$ cat src/rtl/snake_pkg.sv
// Shared types for the snake game: heading encoding and the reversal helper.
// The game core imports this same package so both sides agree on the encoding.
package snake_pkg;

  typedef enum logic [1:0] {
    DIR_UP    = 2'd0,
    DIR_DOWN  = 2'd1,
    DIR_LEFT  = 2'd2,
    DIR_RIGHT = 2'd3
  } dir_t;

  localparam dir_t DIR_RESET = DIR_RIGHT;

  // Encoding pairs opposites so that flipping bit 0 gives the reverse heading.
  function automatic dir_t opposite(input dir_t dir);
    return dir_t'(dir ^ 2'b01);
  endfunction

endpackage

$ cat src/rtl/snake_debounce.sv
// One push-button: 2-flop synchroniser, stability counter and registered rise pulse.
// DEBOUNCE_CYCLES must be at least 2.
module snake_debounce #(
  parameter int unsigned DEBOUNCE_CYCLES = 65536
) (
  input  logic i_clock,
  input  logic i_reset,
  input  logic i_raw,
  output logic o_level,
  output logic o_rise
);

  localparam int unsigned CNT_W = $clog2(DEBOUNCE_CYCLES + 1);
  localparam logic [CNT_W-1:0] CNT_LAST = CNT_W'(DEBOUNCE_CYCLES - 1);
  localparam logic [CNT_W-1:0] CNT_ONE  = CNT_W'(1);

  logic             sync1_q, sync1_d;
  logic             sync2_q, sync2_d;
  logic [CNT_W-1:0] cnt_q, cnt_d;
  logic             level_q, level_d;
  logic             rise_q, rise_d;

  // NOTE: every variable gets a default at the top of always_comb so no path
  // leaves it unassigned; that is what keeps latches from being inferred.
  always_comb begin
    sync1_d = i_raw;
    sync2_d = sync1_q;
    cnt_d   = '0;
    level_d = level_q;
    if (sync2_q != level_q) begin
      if (cnt_q == CNT_LAST) begin
        level_d = sync2_q;
      end else begin
        cnt_d = cnt_q + CNT_ONE;
      end
    end
    rise_d = level_d & ~level_q;
  end

  // NOTE: sequential state uses non-blocking assignments so every flop samples
  // the pre-edge value of the others, independent of statement order.
  always_ff @(posedge i_clock or posedge i_reset) begin
    if (i_reset) begin
      sync1_q <= 1'b0;
      sync2_q <= 1'b0;
      cnt_q   <= '0;
      level_q <= 1'b0;
      rise_q  <= 1'b0;
    end else begin
      sync1_q <= sync1_d;
      sync2_q <= sync2_d;
      cnt_q   <= cnt_d;
      level_q <= level_d;
      rise_q  <= rise_d;
    end
  end

  assign o_level = level_q;
  assign o_rise  = rise_q;

endmodule

$ cat src/rtl/snake_dir_input.sv
// Direction front end: four debounced buttons, priority capture of the newest
// press, and a step-gated commit of the heading that refuses 180-degree turns.
module snake_dir_input
  import snake_pkg::*;
#(
  parameter int unsigned DEBOUNCE_CYCLES = 65536
) (
  input  logic       i_clock,
  input  logic       i_reset,
  input  logic       i_up,
  input  logic       i_down,
  input  logic       i_left,
  input  logic       i_right,
  input  logic       i_step,
  output logic [1:0] o_dir,
  output logic       o_pending,
  output logic       o_press,
  output logic       o_rejected
);

  // Bit 3 = UP ... bit 0 = RIGHT, so the priority order reads top-down.
  logic [3:0] btn_raw;
  logic [3:0] btn_rise;
  logic [3:0] btn_level_unused;

  assign btn_raw = {i_up, i_down, i_left, i_right};

  for (genvar g = 0; g < 4; g++) begin : g_btn
    snake_debounce #(
      .DEBOUNCE_CYCLES(DEBOUNCE_CYCLES)
    ) u_debounce (
      .i_clock(i_clock),
      .i_reset(i_reset),
      .i_raw  (btn_raw[g]),
      .o_level(btn_level_unused[g]),
      .o_rise (btn_rise[g])
    );
  end

  dir_t press_dir;
  logic any_rise;

  always_comb begin
    any_rise = |btn_rise;
    if (btn_rise[3])      press_dir = DIR_UP;
    else if (btn_rise[2]) press_dir = DIR_DOWN;
    else if (btn_rise[1]) press_dir = DIR_LEFT;
    else                  press_dir = DIR_RIGHT;
  end

  dir_t dir_q, dir_d;
  dir_t pending_dir_q, pending_dir_d;
  logic pending_q, pending_d;
  logic press_q, press_d;
  logic rejected_q, rejected_d;

  always_comb begin
    dir_d         = dir_q;
    pending_d     = pending_q;
    pending_dir_d = pending_dir_q;
    press_d       = any_rise;
    rejected_d    = 1'b0;

    // Commit sees the request held before this cycle; a press arriving now
    // is stored afterwards and waits for the next step.
    if (i_step && pending_q) begin
      pending_d = 1'b0;
      if (pending_dir_q == opposite(dir_q)) begin
        rejected_d = 1'b1;
      end else begin
        dir_d = pending_dir_q;
      end
    end

    if (any_rise) begin
      pending_d     = 1'b1;
      pending_dir_d = press_dir;
    end
  end

  always_ff @(posedge i_clock or posedge i_reset) begin
    if (i_reset) begin
      dir_q         <= DIR_RESET;
      pending_dir_q <= DIR_RESET;
      pending_q     <= 1'b0;
      press_q       <= 1'b0;
      rejected_q    <= 1'b0;
    end else begin
      dir_q         <= dir_d;
      pending_dir_q <= pending_dir_d;
      pending_q     <= pending_d;
      press_q       <= press_d;
      rejected_q    <= rejected_d;
    end
  end

  assign o_dir      = dir_q;
  assign o_pending  = pending_q;
  assign o_press    = press_q;
  assign o_rejected = rejected_q;

endmodule

$ cat config.mk
export PLATFORM = sky130hd
export DESIGN_NAME = snake_dir_input
export DESIGN_NICKNAME = d
export VERILOG_FILES = /design/src/rtl/snake_pkg.sv /design/src/rtl/snake_debounce.sv /design/src/rtl/snake_dir_input.sv
export SDC_FILE = /design/constraint.sdc
export NUM_CORES = 1
export LEC_CHECK = 0
export BUFFER_PORTS_ARGS = -buffer_cell sky130_fd_sc_hd__buf_4
export CORE_MARGIN = 1.5
export CORE_UTILIZATION = 55
export CTS_BUF_LIST = sky130_fd_sc_hd__clkbuf_16
export DETAILED_ROUTE_END_ITERATION = 10
export PLACE_DENSITY_LB_ADDON = 0.05
export RECOVER_POWER = 100
export SKIP_LAST_GASP = 1
export SLEW_MARGIN = 10
export SYNTH_ARGS = -nofsm -noshare
export SYNTH_HDL_FRONTEND = slang
export SYNTH_SLANG_ARGS = --single-unit
$ cat constraint.sdc
create_clock -name i_clock -period 2.9 [get_ports i_clock]
set_input_delay 0.58 -clock i_clock [delete_from_list [all_inputs] [get_ports i_clock]]
set_output_delay 0.58 -clock i_clock [all_outputs]
set_load 0.03 [all_outputs]
# ---- Word level (Yosys, flattened, before mapping)
# Cells that the tools add are included.
dict set report word_totals {
  regBits 91
  input_bits 7
}
dict set report classes {
  n_bitwise 10
  n_reduce_logical 4
  add_sub_neg 4
  muxes 23
  eq_ne 9
}
# operator n
set ops {}
lappend ops {{2-to-1 mux 17 bit} 8}
lappend ops {{adder 17 x 1 -> 17 bit (second input constant)} 4}
lappend ops {{equality test 17 x 16 -> 1 bit (second input constant)} 4}
lappend ops {{2-to-1 mux 1 bit} 13}
lappend ops {{NOT 1 bit} 6}
lappend ops {{AND 1 bit} 4}
lappend ops {{2-to-1 mux 2 bit} 2}
lappend ops {{!= test 1 bit} 4}
lappend ops {{OR reduction 4 bit} 1}
lappend ops {{equality test 2 bit} 1}
lappend ops {{AND reduction 2 bit} 1}
lappend ops {{nonzero test 2 bit} 1}
lappend ops {{logical AND 1 bit} 1}

# ---- Logic depth before layout (Yosys ltp)
# Gate-level depths: netlist of the first run.
dict set report logic_depth {
  ltp_word 4
  ltp_mapped 6
  depth_no_buf 5
}

# ---- Modules after synthesis
# A second synthesis of the first run with hierarchy kept.
dict set report hier_totals {
  hier_cells 393
  hier_area_um2 4169.0
}
# module area_each_um2 cells_each n_inst
set by_module_without_submodules {}
lappend by_module_without_submodules {{snake_debounce (g_btn[0].u_debounce ...)} 970.9 94 3}
lappend by_module_without_submodules {{snake_debounce (g_btn[1].u_debounce)} 968.4 87 1}
lappend by_module_without_submodules {snake_dir_input 287.8 24 1}

# ---- Worst setup path before layout of the first run
# OpenSTA, ideal clock, no wires.
dict set report synth_timing {
  kind {reg2reg}
  from {register g_btn[0].u_debounce.cnt_q[0]}
  to {register g_btn[0].u_debounce.level_q}
  setup_time_ns 0.125
  setup_slack_ns 1.043
  required_ns 2.775
  arrival_time_ns 1.732
  path_stages_with_launch 6
  synth_period_minus_slack_ns 1.857
  path_cell_list {dfrtp_1 > ha_1 > nand3_1 > or3_1 > or3_4 > mux2_4}
}
dict set report synth_via {
  elab_chain_len 3
}
# element line_no
set synth_lines {}
lappend synth_lines {{start, declared} snake_debounce.sv:19} ;# logic [CNT_W-1:0] cnt_q, cnt_d;
lappend synth_lines {{start signal, assigned} snake_debounce.sv:52} ;# cnt_q <= cnt_d;
lappend synth_lines {{equality test 17 x 16 -> 1 bit} snake_debounce.sv:31} ;# if (cnt_q == CNT_LAST) begin
lappend synth_lines {{2-to-1 mux 1 bit} snake_debounce.sv:31}
lappend synth_lines {{2-to-1 mux 1 bit} snake_debounce.sv:30} ;# if (sync2_q != level_q) begin
lappend synth_lines {{via g_btn[0].u_debounce.level_d} snake_debounce.sv:20} ;# logic level_q, level_d;
lappend synth_lines {{end signal, assigned} snake_debounce.sv:53} ;# level_q <= level_d;
lappend synth_lines {{end, declared} snake_debounce.sv:20}
# The timed path passes the listed nets, and every way through them passes these cells.
# A chain may end at the register's enable or synchronous reset.

# ---- Final worst setup path of the first run
dict set report layout_timing {
  from {register g_btn[0].u_debounce.cnt_q[0]}
  to {register g_btn[0].u_debounce.cnt_q[2]}
}
dict set report layout_via {
  elab_chain_len 3
  word_cells_on_any_way 4
}
# element line_no
set layout_lines {}
lappend layout_lines {{adder 17 x 1 -> 17 bit or equality test 17 x 16 -> 1 bit (tied branches)} {snake_debounce.sv:34, snake_debounce.sv:31}}
lappend layout_lines {{2-to-1 mux 17 bit (*)} snake_debounce.sv:31}
lappend layout_lines {{2-to-1 mux 17 bit (*)} snake_debounce.sv:30}
lappend layout_lines {{via g_btn[0].u_debounce.cnt_d[2]} snake_debounce.sv:19}
# The timed path passes the listed nets; every way through them passes the cells marked *.

==> results.md, run 1 <==
- Status: finished with violations
- Violated checks: max-capacitance violations, max-slew violations
- WP data required: roughly 3.1 ns
- Die height: around 89 um
- Initial Util: between 50% and 60%
- CORE AREA: 7180 um2
- Cell with the most instances after synthesis: dfrtp_1
- Site row count: 31
- EDFF count, synth: 0
- Vias per std cell: 5.28
- Vias in the first global route: between 2k and 3k
- CP endpoint kind: flop
- DIE AREA: 7860 um2
- CTS Buf Count: 9
- Register area: 2280 um2
- Peak supply drop: 0.000380 V
- IO Port Bufs: 11
- I/O pin count: 12
- Slew HR: -28.3%
- Top FF cell, synth: dfrtp_1
- CTS H-tree depth: 3
- Static Leak: between 1.5 and 2 nW
- Global-route wire length before repair: roughly 12,000 um
- Comb pwr share: 2.8%
- Clk_lat worst skew: ~0.33 ns
- Minimum clock period: 2.21 ns
- Die extent in x: just under 90 um
- Dpl hpwl: 4270 um
- Worst-path clk slew: 0.06 ns
- Worst Hold Class: reg -> reg
- P per Cell Area: 559 nW/um2
- Routed Antenna Nets: 0
- Hold-fix buffers, CTS: 0
- Max_cap viols: 1
- Top area cells in the synthesized netlist: dfrtp_1, xnor2_1, nor2_1
- Layout area overhead: 11.2%
- Largest area contributor in the netlist: dfrtp_1
- GPL Wtd Cong: 0.741
- Pre-Repair DR Iteration Count: 4
- Post-synth top area share: between 50% and 60%
- GR Overflow Total: 0
- Pin count of the biggest net entering global routing: 92
- Gr usage total: 19.1%
- Internal: 1.97 mW
- Routed vias: 2,652
- Seq/Total Area, Yosys: 56.5%
- Final core occ: 62.6%
- Deepest clock path buffer count: 2
- Final hold vios: 0
- Total Wirelength: 6520 um
- Mean Syn Cell Area: 10.7 um2
- Worst Tran Pin Value: 1.92 ns
- Post-synthesis cell count: 378
- Setup crit start kind: flop
- Antenna violations before repair: 0
- Clk_skew: 0.00519 ns
- Final Cycle Share: ~76%
- Drt wl/cell: 13.0 um
- Iteration-0 DRC Markers: 140
- Reg power frac: 52.0%
- Flops & latches, synth: ~90
- Net Count, Synth: 389
- Post-CTS Resized: 0
- Post-synth top cells: dfrtp_1, nor2_1, xnor2_1, nand2_1, xor2_1
- Yosys warns: 0
- Unrepaired setup endpoints after global routing: no
- Switching power total: 0.538 mW
- CTS tree: built
- Clk sink count: 91
- Library cells used by synthesis: 33
- Layout cells sized above 1: 8.44%
- Post-route DRC violation count: 0
- Fill count: 585
- Hold slack final: 0.351 ns
- Root buffer cell: clkbuf_16
- Arrival @ worst endpoint: about 2.4 ns
- Final Slew Violations: 92
- Ant. Diodes: 0
- Switching Share: 21.4%
- Setup tns final: 0 ns
- Async set-reset flop share out of synthesis: 100%
- Mapped cell area: 4040 um2
- Clock power share: 45.1%
- Final Net Count: 409
- Setup Fix Bufs, Post-CTS: 0
- Crit path kind: reg -> reg
- CP max FO: 11
- Area occupied by multi-input gates: 1680 um2
- # setup viols final: 0
- Fmax: between 0.4 and 0.5 GHz
[kinds of logic after synthesis]
| logic type | after synthesis | share of synthesized area (%) |
|---|---|---|
| AND/OR/NAND/NOR | 193 | 24.4 |
| flip-flops | 91 | 56.5 |
| AO/OA/AOI/OAI | 10 | 1.52 |
| XOR/XNOR | 60 | 13.0 |
| buffers and inverters | 14 | 1.58 |
| adder cells (fa/ha/maj) | 4 | 1.24 |
| multiplexers | 6 | 1.77 |
[routing by layer]
layer | GRT usage [%] | wire (um) | vias up
li1 | - | - | 1338
met1 | 25.9 | 3190 | 1281
met2 | 29.3 | 3060 | 24
met3 | 5.60 | 178 | 9
met4 | 6.82 | 97 | 0
met5 | 0 | 0 | -
[area by class of cell]
cell class	count	share of cell area, %
clock buffers	9	5.01
clock inverters	7	1.50
inverters	10	0.864
multi-input cells	273	37.4
flip-flops and latches	91	50.8
well taps	99	2.76
repair buffers	13	1.70
[stage by stage]
stage | instances | power, mW | worst slack (ns) | area [um2]
after floorplan | 378 | 1.38 | 1.04 | 4040
after global placement | 486 | 1.41 | 0.825 | 4250
after detailed placement | 486 | 1.41 | 0.771 | 4250
after CTS | 502 | 2.55 | 0.761 | 4540
after global routing | 502 | 2.63 | 0.333 | 4490
final | 502 | 2.51 | 0.694 | 4490
[path summary, 6_finish.rpt]
| path | depth (start not counted) | to | startpoint | slack (ns) |
|---|---|---|---|---|
| worst min-delay path | 0 | g_btn[3].u_debounce.sync2_q | g_btn[3].u_debounce.sync1_q | 0.35 |
| worst max register to register | 6 | g_btn[0].u_debounce.cnt_q[2] | g_btn[0].u_debounce.cnt_q[0] | 0.69 |
| worst min register to register | 0 | g_btn[3].u_debounce.sync2_q | g_btn[3].u_debounce.sync1_q | 0.35 |
| worst max-delay path | 6 | g_btn[0].u_debounce.cnt_q[2] | g_btn[0].u_debounce.cnt_q[0] | 0.69 |
| max in group asynchronous | 3 | g_btn[3].u_debounce.sync1_q | i_reset | 0.79 |
| min in group asynchronous | 3 | g_btn[0].u_debounce.cnt_q[2] | i_reset | 0.93 |
[cell usage in the layout, fill, tap and decap left out, types with 2 or more instances in the layout]
cell	n
a21oi_1	5
and2_0	4
and3_1	4
and4_1	6
buf_4	2
clkbuf_1	5
clkbuf_16	9
clkbuf_4	5
clkinv_2	2
clkinvlp_4	2
dfrtp_1	87
dfstp_1	2
dfstp_2	2
ha_1	4
inv_1	9
mux2_2	5
nand2_1	24
nand3_1	19
nand4_1	19
nand4b_1	2
nor2_1	70
nor3_1	19
nor3b_1	4
nor4_1	11
o21ai_0	2
or3_1	4
or4_1	3
xnor2_1	39
xor2_1	21
[worst max-delay path, stage by stage (launching register included)]
cell and delay (ns):
dfrtp_1 0.39, ha_1 0.21, nand3_1 0.25, or3_1 0.40, o31ai_1 0.48, buf_4 0.28
nor2_1 0.07
[power by group through the flow]
| stage | combinational (mW) | sequential [mW] | clock, mW |
|---|---|---|---|
| global route | 0.0858 | 1.31 | 1.23 |
| global placement | 0.0780 | 1.33 | 0 |
| CTS | 0.0791 | 1.31 | 1.17 |
| detailed placement | 0.0785 | 1.33 | 0 |
| finish | 0.0715 | 1.31 | 1.13 |
| floorplan | 0.0539 | 1.33 | 0 |
[flip-flops by register name, summed over array words and instances, names as in the netlist, 2 cells and up]
| signal | count |
|---|---|
| g_btn.u_debounce.cnt_q | 68 |
| g_btn.u_debounce.o_level | 4 |
| g_btn.u_debounce.o_rise | 4 |
| g_btn.u_debounce.sync1_q | 4 |
| g_btn.u_debounce.sync2_q | 4 |
| o_dir | 2 |
| pending_dir_q | 2 |
(Power assumes the default switching activity.)
==> run 2, diff against run 1 <==
ABC_AREA = 1   (was default)
clock period = 2.2 ns   (was 2.9 ns; I/O delays follow)
==> run 2 against run 1 <==
  * The flow now finishes without violations
  * Clock skew up 0.0050 ns
  * Cell area up 9.8%
  * Non-clock buffer count unchanged
  * Setup slack worse by 0.23 ns
  * Utilization down 2.0 points
  * Critical path depth unchanged
  * Clock power up 18%
  * Wire length up 22%
  * Combinational power up 48%
  * Synthesized cell count up 45%
  * Count of clock-buffer cells in the layout unchanged
  * Register-to-register slack worse by 0.23 ns
  * Highest routed layer unchanged
==> results.md, run 2 <==
- Status: finished, final reports clean (was finished with violations)
- Pre-Repair DR Iteration Count: 6 (was 4)
- Crit path buf inv count: 0 (was 1)
- Gr usage total: 20.2% (was 19.1%)
- Drt wl/cell: 11.7 um (was 13.0 um)
- Clk sink count: 91 (unchanged)
- Static Leak: 2.34 nW (was 1.91 nW)
- Dpl cell area: 4810 um2 (was 4250 um2)
- Ant. Diodes: 0 (unchanged)
- Hold depth: 1 (was 0)
- Crit path kind: reg -> reg (unchanged)
- I/O pin count: 12 (unchanged)
- Hold slack final: 0.234 ns (was 0.351 ns)
- GR Overflow Total: 0 (unchanged)
- R2R Setup Slk: 0.46 ns (was 0.69 ns)
- Top FF cell, synth: dfrtp_1 (unchanged)
- Layout area overhead: 8.09% (was 11.2%)
- Reg power frac: 54.6% (was 52.0%)
- Worst Hold Class: in -> reg (was reg -> reg)
- Post-route DRC violation count: 0 (unchanged)
- Final instance area: 4930 um2 (was 4490 um2)
- Layout cells sized above 1: 7.45% (was 8.44%)
- # setup viols final: 0 (unchanged)
- Unrepaired setup endpoints after global routing: no (unchanged)
- Peak supply drop: 0.000380 V (about the same)
- Max reg flops: 68 (unchanged)
- Routed vias: 3,340 (was 2,652)
- Arrival @ worst endpoint: 1.94 ns (was 2.43 ns)
- Switching Share: 21.6% (was 21.4%)
- Cell with the most instances after synthesis: nand2_1 (was dfrtp_1)
- CP Depth: 6 (unchanged)
- Fmax: 0.575 GHz (was 0.453 GHz)
- Mapped cell area: 4560 um2 (was 4040 um2)
- Setup crit start kind: flop (unchanged)
- Worst-path clk slew: 0.07 ns (was 0.06 ns)
- Initial Util: 56.1% (was 56.3%)
- Worst reg2reg path depth: 6 (unchanged)
- Final hold vios: 0 (unchanged)
- P per Cell Area: 639 nW/um2 (was 559 nW/um2)
- Setup tns final: 0 ns (unchanged)
- Max_cap viols: 0 (was 1)
- Setup Fix Bufs, Post-CTS: 0 (unchanged)
- Finished Layout Cells: 682 (was 502)
- Biggest register: g_btn.u_debounce.cnt_q (unchanged)
- Global-route wire length before repair: 14,000 um (was 11,600 um)
- CP max stage cell: dfrtp_1 (was o31ai_1)
- Routed Antenna Nets: 0 (unchanged)
- Pin count of the biggest net entering global routing: 92 (unchanged)
- Minimum clock period: 1.74 ns (was 2.21 ns)
- Clk_lat worst skew: 0.33 ns (about the same)
- Yosys warns: 0 (unchanged)
- FF-to-FF End: g_btn[1].u_debounce.cnt_q[15] (was g_btn[0].u_debounce.cnt_q[2])
- Final core occ: 60.6% (was 62.6%)
- Top area cells in the synthesized netlist: dfrtp_1, nand2_1, nor2_1 (was dfrtp_1, xnor2_1, nor2_1)
- Die extent in x: 94.1 um (was 88.7 um)
- Post-synthesis cell count: 548 (was 378)
- Cell mode on critical path: nand3_1
- Dpl hpwl: 5750 um (was 4270 um)
- Async set-reset flop share out of synthesis: 100% (unchanged)
- CTS H-tree depth: 3 (unchanged)
- Vias in the first global route: 3,176 (was 2,507)
- Clk_skew: 0.0102 ns (was 0.00519 ns)
- CTS tree: built (unchanged)
- Mean Syn Cell Area: 8.32 um2 (was 10.7 um2)
- DIE AREA: 8850 um2 (was 7860 um2)
- Iteration-0 DRC Markers: 116 (was 140)
- Deepest clock path buffer count: 2 (unchanged)
- CORE AREA: 8130 um2 (was 7180 um2)
- Largest area contributor in the netlist: dfrtp_1 (unchanged)
- Crit-path cells: ha_1 > nand3_1 > nor2_4 > nand3_1 > nand2_1 > nor2_1 (was ha_1 > nand3_1 > or3_1 > o31ai_1 > buf_4 > nor2_1)
- Switching power total: 0.679 mW (was 0.538 mW)
- Most frequent cells in the layout: nand2_1, nor2_1, dfrtp_1 (was dfrtp_1, nor2_1, xnor2_1)
- Total Wirelength: 7950 um (was 6520 um)
- Post-synth top cells: nand2_1, nor2_1, dfrtp_1, inv_1, nand3_1 (was dfrtp_1, nor2_1, xnor2_1, nand2_1, xor2_1)
- Worst Tran Pin Value: 1.18 ns (was 1.92 ns)
- CTS Buf Count: 9 (unchanged)
- Delay-heaviest family, CP: simple AND/OR/NAND/NOR gates (unchanged)
- Final Net Count: 583 (was 409)
- Flops & latches, synth: 91 (unchanged)
- Post-synth top area share: 47.7% (was 53.9%)
- Seq/Total Area, Yosys: 50.0% (was 56.5%)
- Root buffer cell: clkbuf_16 (unchanged)
- R2R Path Start: g_btn[1].u_debounce.cnt_q[0] (was g_btn[0].u_debounce.cnt_q[0])
- WHS Endpoint: g_btn[0].u_debounce.sync1_q (was g_btn[3].u_debounce.sync2_q)
- CP max FO: 9 (was 11)
- Vias per std cell: 4.90 (was 5.28)
- Final Cycle Share: 79.1% (was 76.1%)
- Final Slew Violations: 0 (was 92)
- EDFF count, synth: 0 (unchanged)
- Dpl cells: 666 (was 486)
- CP endpoint kind: flop (unchanged)
- Hold wc startpoint: i_right (was g_btn[3].u_debounce.sync1_q)
- Library cells used by synthesis: 31 (was 33)
- Post-CTS Resized: 0 (unchanged)
- Antenna violations before repair: 0 (unchanged)
- Clock power share: 42.1% (was 45.1%)
- Site row count: 33 (was 31)
- Slew HR: 21.6% (was -28.3%)
- Commonest non-fill, non-tap cell in the layout: nand2_1 (was dfrtp_1)
- Comb pwr share: 3.3% (was 2.8%)
- GPL Wtd Cong: 0.804 (was 0.741)
- WP data required: 2.40 ns (was 3.12 ns)
- Largest stage delay, worst path: 0.38 ns (was 0.48 ns)
- Net Count, Synth: 559 (was 389)
- Hold-fix buffers, CTS: 0 (unchanged)
- IO Port Bufs: 11 (unchanged)
- Internal: 2.47 mW (was 1.97 mW)
- Die height: 94.1 um (was 88.7 um)
[run 2: cell types whose count changed after synthesis, moves of 6 or more]
cell      before  now
o21bai_1       0   10
nor4_1        11    0
nand3_1       19   30
nor3_1        19    2
xnor2_1       39    7
inv_1         10   68
and4_1         6    0
nand2_1       24  131
nor2_1        70  106
nand4_1       19   12
inv_2          0    7
[run 2: how the worst max path moves through the flow]
stage                                     to  slack, ns                    startpoint
3_5_place_dp    g_btn[2].u_debounce.cnt_q[9]       0.70  g_btn[2].u_debounce.cnt_q[0]
4_1_cts                             o_dir[1]       0.69                      o_dir[1]
5_1_grt        g_btn[1].u_debounce.cnt_q[12]       0.28  g_btn[1].u_debounce.cnt_q[0]
6_report       g_btn[1].u_debounce.cnt_q[15]       0.46  g_btn[1].u_debounce.cnt_q[0]
3_3_place_gp    g_btn[2].u_debounce.cnt_q[9]       0.77  g_btn[2].u_debounce.cnt_q[0]
2_1_floorplan   g_btn[0].u_debounce.cnt_q[0]       0.70                       i_reset
[run 2: area by class of cell]
| class | count | area (um2) |
|---|---|---|
| sequential | 91 | 2280 |
| timing repair buffer | 13 | 78.8 |
| fill | 721 | 3200 |
| multi-input combinational | 382 | 1900 |
| clock inverter | 7 | 31.3 |
| clock buffer | 9 | 225 |
| tap | 105 | 131 |
| inverter | 75 | 283 |
[run 2: metal layers]
layer / routed length (um) / track usage, % / part of all wire (%)
met1: 4030 / 28.9 / 51
met2: 3630 / 31.7 / 46
met3: 194 / 2.91 / 2.4
met4: 102 / 6.97 / 1.3
met5: 0 / 0 / 0
[run 2: per-stage QoR]
stage | setup WS [ns] | total power [mW]
final | 0.460 | 3.15
after global routing | 0.283 | 3.29
after CTS | 0.685 | 3.21
after detailed placement | 0.697 | 1.87
after global placement | 0.774 | 1.87
after floorplan | 0.700 | 1.83
[run 2: cells by family after synthesis]
| logic type | Yosys count | synth area share [%] |
|---|---|---|
| adders and majority gates | 4 | 1.10 |
| and+or+nand+nor | 317 | 32.3 |
| AOI/OAI and AO/OA | 29 | 3.89 |
| buffers and inverters | 75 | 6.17 |
| xor gates and xnor gates | 32 | 6.47 |
| DFF | 91 | 50.0 |
[run 2: power groups by stage]
stage	sequential, mW	clock (mW)	combinational, mW
floorplan	1.75	0	0.0803
global placement	1.75	0	0.116
detailed placement	1.75	0	0.118
CTS	1.72	1.37	0.118
global route	1.72	1.44	0.127
finish	1.72	1.33	0.106
[run 2: worst reg2reg max path, delay by kind of cell, from the launching register on]
kind	cells	cell delay, ns
simple gates	5	1.03
fa+ha+maj	1	0.21
flops	1	0.38
